`src/rtl/fifo_wr_arbiter.sv`:
```
`default_nettype none
// ============================================================================
//  Module      : fifo_wr_arbiter
//  Description : Four-requester round-robin arbiter feeding one synchronous
//                FIFO write port. A burst is only granted when the FIFO has
//                room for a full BURST_MAX words, so a granted burst never
//                waits on space. Bursts end on last, on BURST_MAX words, or
//                when the owner drops its request.
//  Revision    : 1.0 - initial release
// ============================================================================
module fifo_wr_arbiter #(
    parameter int FIFO_WIDTH     = 8,
    parameter int LOG_FIFO_DEPTH = 4,
    parameter int BURST_MAX      = 4
) (
    input  logic                        i_clk,
    input  logic                        i_reset,
    input  logic [3:0]                  i_req,
    input  logic [4*FIFO_WIDTH-1:0]     i_data,
    input  logic [3:0]                  i_last,
    input  logic                        i_fifo_full,
    input  logic [LOG_FIFO_DEPTH:0]     i_fifo_entries,
    output logic [3:0]                  o_gnt,
    output logic [3:0]                  o_ack,
    output logic                        o_fifo_wr,
    output logic [FIFO_WIDTH-1:0]       o_fifo_data,
    output logic [1:0]                  o_owner,
    output logic                        o_stall
);

    // Beat counter must be able to hold BURST_MAX itself, hence the extra bit.
    localparam int BEAT_W = $clog2(BURST_MAX) + 1;

    localparam logic [LOG_FIFO_DEPTH:0] C_DEPTH     = (LOG_FIFO_DEPTH+1)'(1 << LOG_FIFO_DEPTH);
    localparam logic [LOG_FIFO_DEPTH:0] C_BURST_MAX = (LOG_FIFO_DEPTH+1)'(BURST_MAX);
    localparam logic [BEAT_W-1:0]       C_BEAT_LAST = BEAT_W'(BURST_MAX - 1);

    typedef enum logic [0:0] {
        IDLE  = 1'b0,
        BURST = 1'b1
    } state_t;

    state_t                r_state;
    state_t                w_state_nxt;
    logic [3:0]            r_gnt;
    logic [3:0]            w_gnt_nxt;
    logic [1:0]            r_owner;
    logic [1:0]            w_owner_nxt;
    logic [BEAT_W-1:0]     r_beat;
    logic [BEAT_W-1:0]     w_beat_nxt;
    logic [1:0]            r_ptr;
    logic [1:0]            w_ptr_nxt;

    logic [LOG_FIFO_DEPTH:0] w_free;
    logic                    w_space_ok;
    logic                    w_any_req;
    logic [1:0]              w_win;
    logic                    w_win_vld;
    logic                    w_accept;
    logic                    w_owner_req;
    logic                    w_owner_last;
    logic                    w_burst_end;
    logic                    w_stall;

    // Free-space and request summary used by the IDLE grant decision.
    assign w_free       = C_DEPTH - i_fifo_entries;
    assign w_space_ok   = (w_free >= C_BURST_MAX);
    assign w_any_req    = |i_req;
    assign w_owner_req  = i_req[r_owner];
    assign w_owner_last = i_last[r_owner];

    // Cyclic search for the next requester, starting just after the pointer.
    always_comb begin
        w_win     = 2'd0;
        w_win_vld = 1'b0;
        for (int i = 1; i <= 4; i++) begin
            if (!w_win_vld && i_req[r_ptr + 2'(i)]) begin
                w_win     = r_ptr + 2'(i);
                w_win_vld = 1'b1;
            end
        end
    end

    // Next-state, accept and stall decode for the two-state burst machine.
    always_comb begin
        w_state_nxt = r_state;
        w_gnt_nxt   = r_gnt;
        w_owner_nxt = r_owner;
        w_beat_nxt  = r_beat;
        w_ptr_nxt   = r_ptr;
        w_accept    = 1'b0;
        w_burst_end = 1'b0;
        w_stall     = 1'b0;

        case (r_state)
            IDLE: begin
                if (w_any_req) begin
                    if (w_space_ok && w_win_vld) begin
                        w_state_nxt = BURST;
                        w_gnt_nxt   = 4'b0001 << w_win;
                        w_owner_nxt = w_win;
                        w_ptr_nxt   = w_win;
                        w_beat_nxt  = '0;
                    end else begin
                        w_stall = 1'b1;
                    end
                end
            end
            BURST: begin
                // Full gating is kept even though a granted burst should
                // always fit; a second writer could still fill the FIFO.
                w_accept = w_owner_req && !i_fifo_full;
                if (w_accept) begin
                    w_beat_nxt  = r_beat + 1'b1;
                    w_burst_end = w_owner_last || (r_beat == C_BEAT_LAST);
                end
                if (w_burst_end || !w_owner_req) begin
                    w_state_nxt = IDLE;
                    w_gnt_nxt   = 4'b0000;
                end
            end
            default: begin
                w_state_nxt = IDLE;
                w_gnt_nxt   = 4'b0000;
            end
        endcase
    end

    // State, grant, owner, beat counter and round-robin pointer registers.
    always_ff @(posedge i_clk) begin
        if (i_reset) begin
            r_state <= IDLE;
            r_gnt   <= 4'b0000;
            r_owner <= 2'd0;
            r_beat  <= '0;
            r_ptr   <= 2'd3;
        end else begin
            r_state <= w_state_nxt;
            r_gnt   <= w_gnt_nxt;
            r_owner <= w_owner_nxt;
            r_beat  <= w_beat_nxt;
            r_ptr   <= w_ptr_nxt;
        end
    end

    assign o_gnt       = r_gnt;
    assign o_owner     = r_owner;
    assign o_fifo_wr   = w_accept;
    assign o_ack       = w_accept ? (4'b0001 << r_owner) : 4'b0000;
    assign o_fifo_data = i_data[r_owner*FIFO_WIDTH +: FIFO_WIDTH];
    assign o_stall     = w_stall;

endmodule
`default_nettype wire

```
`config.mk`:
```
export PLATFORM = sky130hd
export DESIGN_NAME = fifo_wr_arbiter
export DESIGN_NICKNAME = d
export VERILOG_FILES = /design/src/rtl/fifo_wr_arbiter.sv
export SDC_FILE = /design/constraint.sdc
export NUM_CORES = 1
export LEC_CHECK = 0
export BUFFER_PORTS_ARGS = -buffer_cell sky130_fd_sc_hd__buf_2
export CELL_PAD_IN_SITES_DETAIL_PLACEMENT = 0
export CELL_PAD_IN_SITES_GLOBAL_PLACEMENT = 1
export CORE_MARGIN = 2
export CORE_UTILIZATION = 30
export CTS_BUF_LIST = sky130_fd_sc_hd__clkbuf_4 sky130_fd_sc_hd__clkbuf_8 sky130_fd_sc_hd__clkbuf_16
export DETAILED_ROUTE_END_ITERATION = 6
export GPL_TIMING_DRIVEN = 0
export PLACE_DENSITY = 0.9
export RECOVER_POWER = 100
export SLEW_MARGIN = 10
export SYNTH_ARGS = -nofsm -noshare
export SYNTH_HDL_FRONTEND = slang
export SYNTH_SLANG_ARGS = --single-unit
```
`constraint.sdc`:
```
create_clock -name i_clk -period 4.5 [get_ports i_clk]
set_input_delay 0.9 -clock i_clk [delete_from_list [all_inputs] [get_ports i_clk]]
set_output_delay 0.9 -clock i_clk [all_outputs]
set_load 0.005 [all_outputs]
```
## Word-level counts from Yosys, hierarchy flattened

Index checks and enable logic that the tools add are counted.

- Shift operators: 3
- Bitwise gates (word level): 1
- $add $sub $neg: 5
- Muxes and demuxes: 39
- Magnitude comparators: 6
- Equality and inequality tests: 5
- Reduce and logical (&&, ||, !) cells: 16

Operators by type and width:

| kind | count |
|---|---|
| $shiftx 32x6->8 | 1 |
| $mux 1 | 19 |
| $mux 4 | 4 |
| $lt 2x3->1 const B | 5 |
| $bmux 1 s2 | 6 |
| $mux 3 | 3 |
| $reduce_and 3->1 | 3 |
| $mux 2 | 4 |
| $pmux 4 s2 | 1 |
| $shl 1x2->4 const A | 2 |
| $pmux 3 s2 | 1 |
| $ge 5x3->1 const B | 1 |
| $logic_and 1x1->1 | 5 |
| $logic_not 1->1 | 5 |
| $sub 5x5->5 const A | 1 |
| $add 2x2->2 const B | 2 |
| $ne 2x1->1 const B | 2 |
| $ne 2x2->1 const B | 2 |
| $reduce_or 4->1 | 1 |
| $add 3x1->3 const B | 1 |
| $eq 3x2->1 const B | 1 |
| $add 2x1->2 const B | 1 |
| $logic_or 1x1->1 | 2 |
| $pmux 1 s2 | 1 |
| $not 1->1 | 1 |

- Logic and storage cells: 80
- Flip-flop bits (word level): 12
- Output and inout bits: 20

## Longest topological paths before layout

- Depth in word-level cells: 17
- Depth in mapped cells: 7

## Least setup slack after synthesis

Ideal clock, no wire load.

- Path type: input-to-output
- From: in i_req[3]
- To: out o_fifo_wr
- Arrival: 1.565 ns
- Cell stages on the path: 3
- Path buffers: 0
- Path slack: 2.035 ns
- Cell sequence: mux4_2 -> nand2_2 -> inv_2

- Word-level cells in the longest chain between the ends: 4

Ends and longest elaborated chain:

| element | RTL line | source |
|---|---|---|
| start: declaration | 18 | `input logic [3:0] i_req,` |
| $bmux 1 s2 | 69 | `assign w_owner_req = i_req[r_owner];` |
| $mux 1 (not written as such) | 69 |  |
| $logic_and 1x1->1 | 112 | `w_accept = w_owner_req && !i_fifo_full;` |
| $mux 1 | 95 | `case (r_state)` |
| end: declaration | 25 | `output logic o_fifo_wr,` |

Every way passes these cells. The select of a mux whose other input is x is not followed.

## Worst setup path in the final report

- From: reg r_owner[0] (netlist: o_owner[0])
- To: out o_fifo_data[2]

- Word-level cells in the longest chain between the ends: 1

Ends and longest elaborated chain:

| element | RTL line | source |
|---|---|---|
| start: declaration | 47 | `logic [1:0] r_owner;` |
| start signal: assignment | 140 | `r_owner <= w_owner_nxt;` |
| $shiftx 32x6->8 | 150 | `assign o_fifo_data = i_data[r_owner*FIFO_WIDTH +: FIFO_WIDTH];` |
| end: declaration | 26 | `output logic [FIFO_WIDTH-1:0] o_fifo_data,` |

Every way passes these cells.

==> impl_metrics.env <==
export IMPL_p_leak_nw=0.5964
export IMPL_ys_seq_area_frac=0.2567
export IMPL_outcome="complete, no violations"
export IMPL_cts_setup_buffers=0
export IMPL_combinationalPowerShare=0.391
export IMPL_grt_max_degree=11
export IMPL_final_common_cell="buf_2"
export IMPL_p_sw_mw=0.1116
export IMPL_final_antenna_net_count=0
export IMPL_cts_resized=0
export IMPL_swShare=0.3221
export IMPL_yosysTopAreaCell="dfxtp_1"
export IMPL_fin_skew_ns=0.005038
export IMPL_gp_congestion=0.7303
export IMPL_setup_violations=0
export IMPL_p_int_mw=0.2348
export IMPL_placement_io_buffers=67
export IMPL_arrival_ns=2.25
export IMPL_ctsHoldBuffers=0
export IMPL_drt_iter0_markers=41
export IMPL_setup_tns_final_ns=0
export IMPL_areaGrowthSynthToFinish_pct=38.64
export IMPL_numCtsBuffers=3
export IMPL_cp_end_kind="output pin"
export IMPL_maxCapViolations=0
export IMPL_yosysTopAreaCellShare=0.2567
export IMPL_worst_pin_slew_ns=0.5922
export IMPL_synthesis_nets=147
export IMPL_clock_latency_ns=0.28
export IMPL_routedWlPerCell_um=13.71
export IMPL_path_delay_family="buffers and inverters"
export IMPL_cp_cell_sequence="clkbuf_1, clkbuf_1, mux4_2, clkbuf_1"
export IMPL_final_net_count=219
export IMPL_mostFrequentLayoutCells="buf_2, clkbuf_1, dfxtp_1"
export IMPL_hold_viol=0
export IMPL_max_stage_delay_ns=0.59
export IMPL_netlist_area_um2=935.9
export IMPL_critical_path_class="flop to output pin"
export IMPL_rsz0062_at_grt="no"
export IMPL_n_antenna_cell=0
export IMPL_antenna_found_initial=0
export IMPL_viasPerCell=5.159
export IMPL_finalCritPeriodShare=0.6989
export IMPL_cp_required_ns=3.60
export IMPL_crit_fanout=10
export IMPL_cts_buffer_depth=2
export IMPL_synth_area_top_cells="dfxtp_1, mux4_2, mux2i_1"
export IMPL_worstHoldPathType="flop to flop"
export IMPL_p_per_area_nw_per_um2=266.9
export IMPL_max_freq_mhz=318.0
export IMPL_ys_warn_count=0
export IMPL_std_cell_rows=20
export IMPL_wirelength_um=2755
export IMPL_cts_clk_slew_worst_paths_ns=0.08
export IMPL_relSlewSlack=0.6052
export IMPL_pin_count=68
export IMPL_cpMostUsedCell="clkbuf_1"
export IMPL_hpwl_um=2296
export IMPL_layout_drive_gt1_share=0.4405
export IMPL_core_region_area_um2=3003
export IMPL_utilization=0.4321
export IMPL_power_mw=0.3464
export IMPL_seq_power_share=0.358
export IMPL_chipWidth_um=59.86
export IMPL_clock_sinks=12
export IMPL_cts_tree="yes"
export IMPL_root_buffer="clkbuf_4"
export IMPL_period_needed_ns=3.145
export IMPL_grt_pass1_vias=941
export IMPL_drv_slew=0
export IMPL_grt_pass1_wl_um=4036
export IMPL_firstDrtPassIters=4
export IMPL_die_area_um2=3583
export IMPL_drc=0
export IMPL_ys_ff_latch=12
export IMPL_synth_area_per_cell_um2=9.648
export IMPL_htreeDepth=1
export IMPL_worst_ir_drop_vdd_uv=155.4
export IMPL_vias=1037
export IMPL_critPathLaunchType="flop"
export IMPL_grt_ovfl_total=0
export IMPL_p_clk_frac=0.251
export IMPL_critical_path_slowest_cell="mux4_2"
export IMPL_netlist_instances=97
export IMPL_path_buf_inv=3
export IMPL_die_y_um=59.86
export IMPL_initial_core_util=0.3117
export IMPL_ys_types=34
export IMPL_grt_total_usage=0.1498
## power by group through the flow
stage / Sequential, mW / Combinational, mW / Clock (mW)
5_1_grt: 0.125 / 0.151 / 0.0942
2_1_floorplan: 0.125 / 0.0924 / 0
6_report: 0.124 / 0.135 / 0.0869
3_5_place_dp: 0.127 / 0.148 / 0
3_3_place_gp: 0.127 / 0.146 / 0
4_1_cts: 0.125 / 0.149 / 0.0904
## registers in the layout, indices dropped and copies added, names as in the netlist
register  cells
r_state       1
r_beat        3
o_gnt         4
o_owner       2
r_ptr         2
## kinds of logic (layout without fill, tap and decap cells)
kind of cell / count (synthesis) / in the layout / synth area share
AND/OR/NAND/NOR: 42 / 42 / 0.2406
multiplexers: 13 / 13 / 0.2594
AO/OA/AOI/OAI: 19 / 19 / 0.1618
buffers and inverters: 9 / 80 / 0.05481
adder cells (fa/ha/maj): 2 / 2 / 0.02673
flip-flops: 12 / 12 / 0.2567
## worst reg2reg max path: stages, from the launching register on
cell and delay [ns]:
dfxtp_1 0.35, clkbuf_1 0.38, mux2i_1 0.25, a221o_1 0.20, nand2_2 0.07, a211oi_1 0.47, o2bb2ai_1 0.18
## cells in the mapped netlist
cell type	number
a21oi_1	7
mux2i_1	4
nand3_1	3
o221a_2	1
nand2_1	10
a32o_1	2
mux4_2	9
buf_6	2
o21bai_1	1
inv_2	1
nor3_1	4
o211a_1	1
a31oi_1	2
and2_4	1
nor3b_1	1
buf_2	2
clkbuf_1	2
inv_1	2
ha_1	2
nand2b_1	2
a211oi_4	1
nor4b_1	1
a221o_1	1
and2b_1	1
nand2_2	2
and2_1	1
nor2b_1	3
o31ai_1	1
nor2_1	9
nand3b_1	2
o2bb2ai_1	2
nand4b_1	1
nor4_2	1
dfxtp_1	12
## per-stage QoR
stage          instances  worst slack, ns  hold slack [ns]  area [um2]
2_1_floorplan         97            2.035           0.4490       935.9
3_3_place_gp         197            1.729           0.4527        1313
3_5_place_dp         197            1.723           0.4561        1313
4_1_cts              201            1.715           0.4747        1349
5_1_grt              201            1.159           0.5057        1297
6_report             201            1.355           0.4686        1297
## routing by layer
layer  wire length [um]  up-vias  global-route usage
met3                255        3             0.02597
li1                   -      512                   -
met2               1331       56              0.2702
met1               1147      466              0.1755
met5                  0        -                   0
met4                 22        0             0.05397
## worst paths after layout
kind               endpoint  slack, ns  cells past startpoint  startpoint
min                o_gnt[1]       0.47                      1    o_gnt[1]
max          o_fifo_data[2]       1.35                      4  o_owner[0]
max reg2reg        o_gnt[3]       2.52                      6  o_owner[0]
min reg2reg        o_gnt[1]       0.47                      1    o_gnt[1]
## area by class of cell
| cell class | count | area, um2 |
|---|---|---|
| fillers | 299 | 1705 |
| multi-input cells | 76 | 620.6 |
| repair buffers | 67 | 324.1 |
| flip-flops and latches | 12 | 240.2 |
| well taps | 33 | 41.29 |
| clock buffers | 4 | 36.28 |
| plain buffers | 6 | 23.77 |
| inverters | 3 | 11.26 |
No activity file was read; power rests on OpenSTA's default activity.
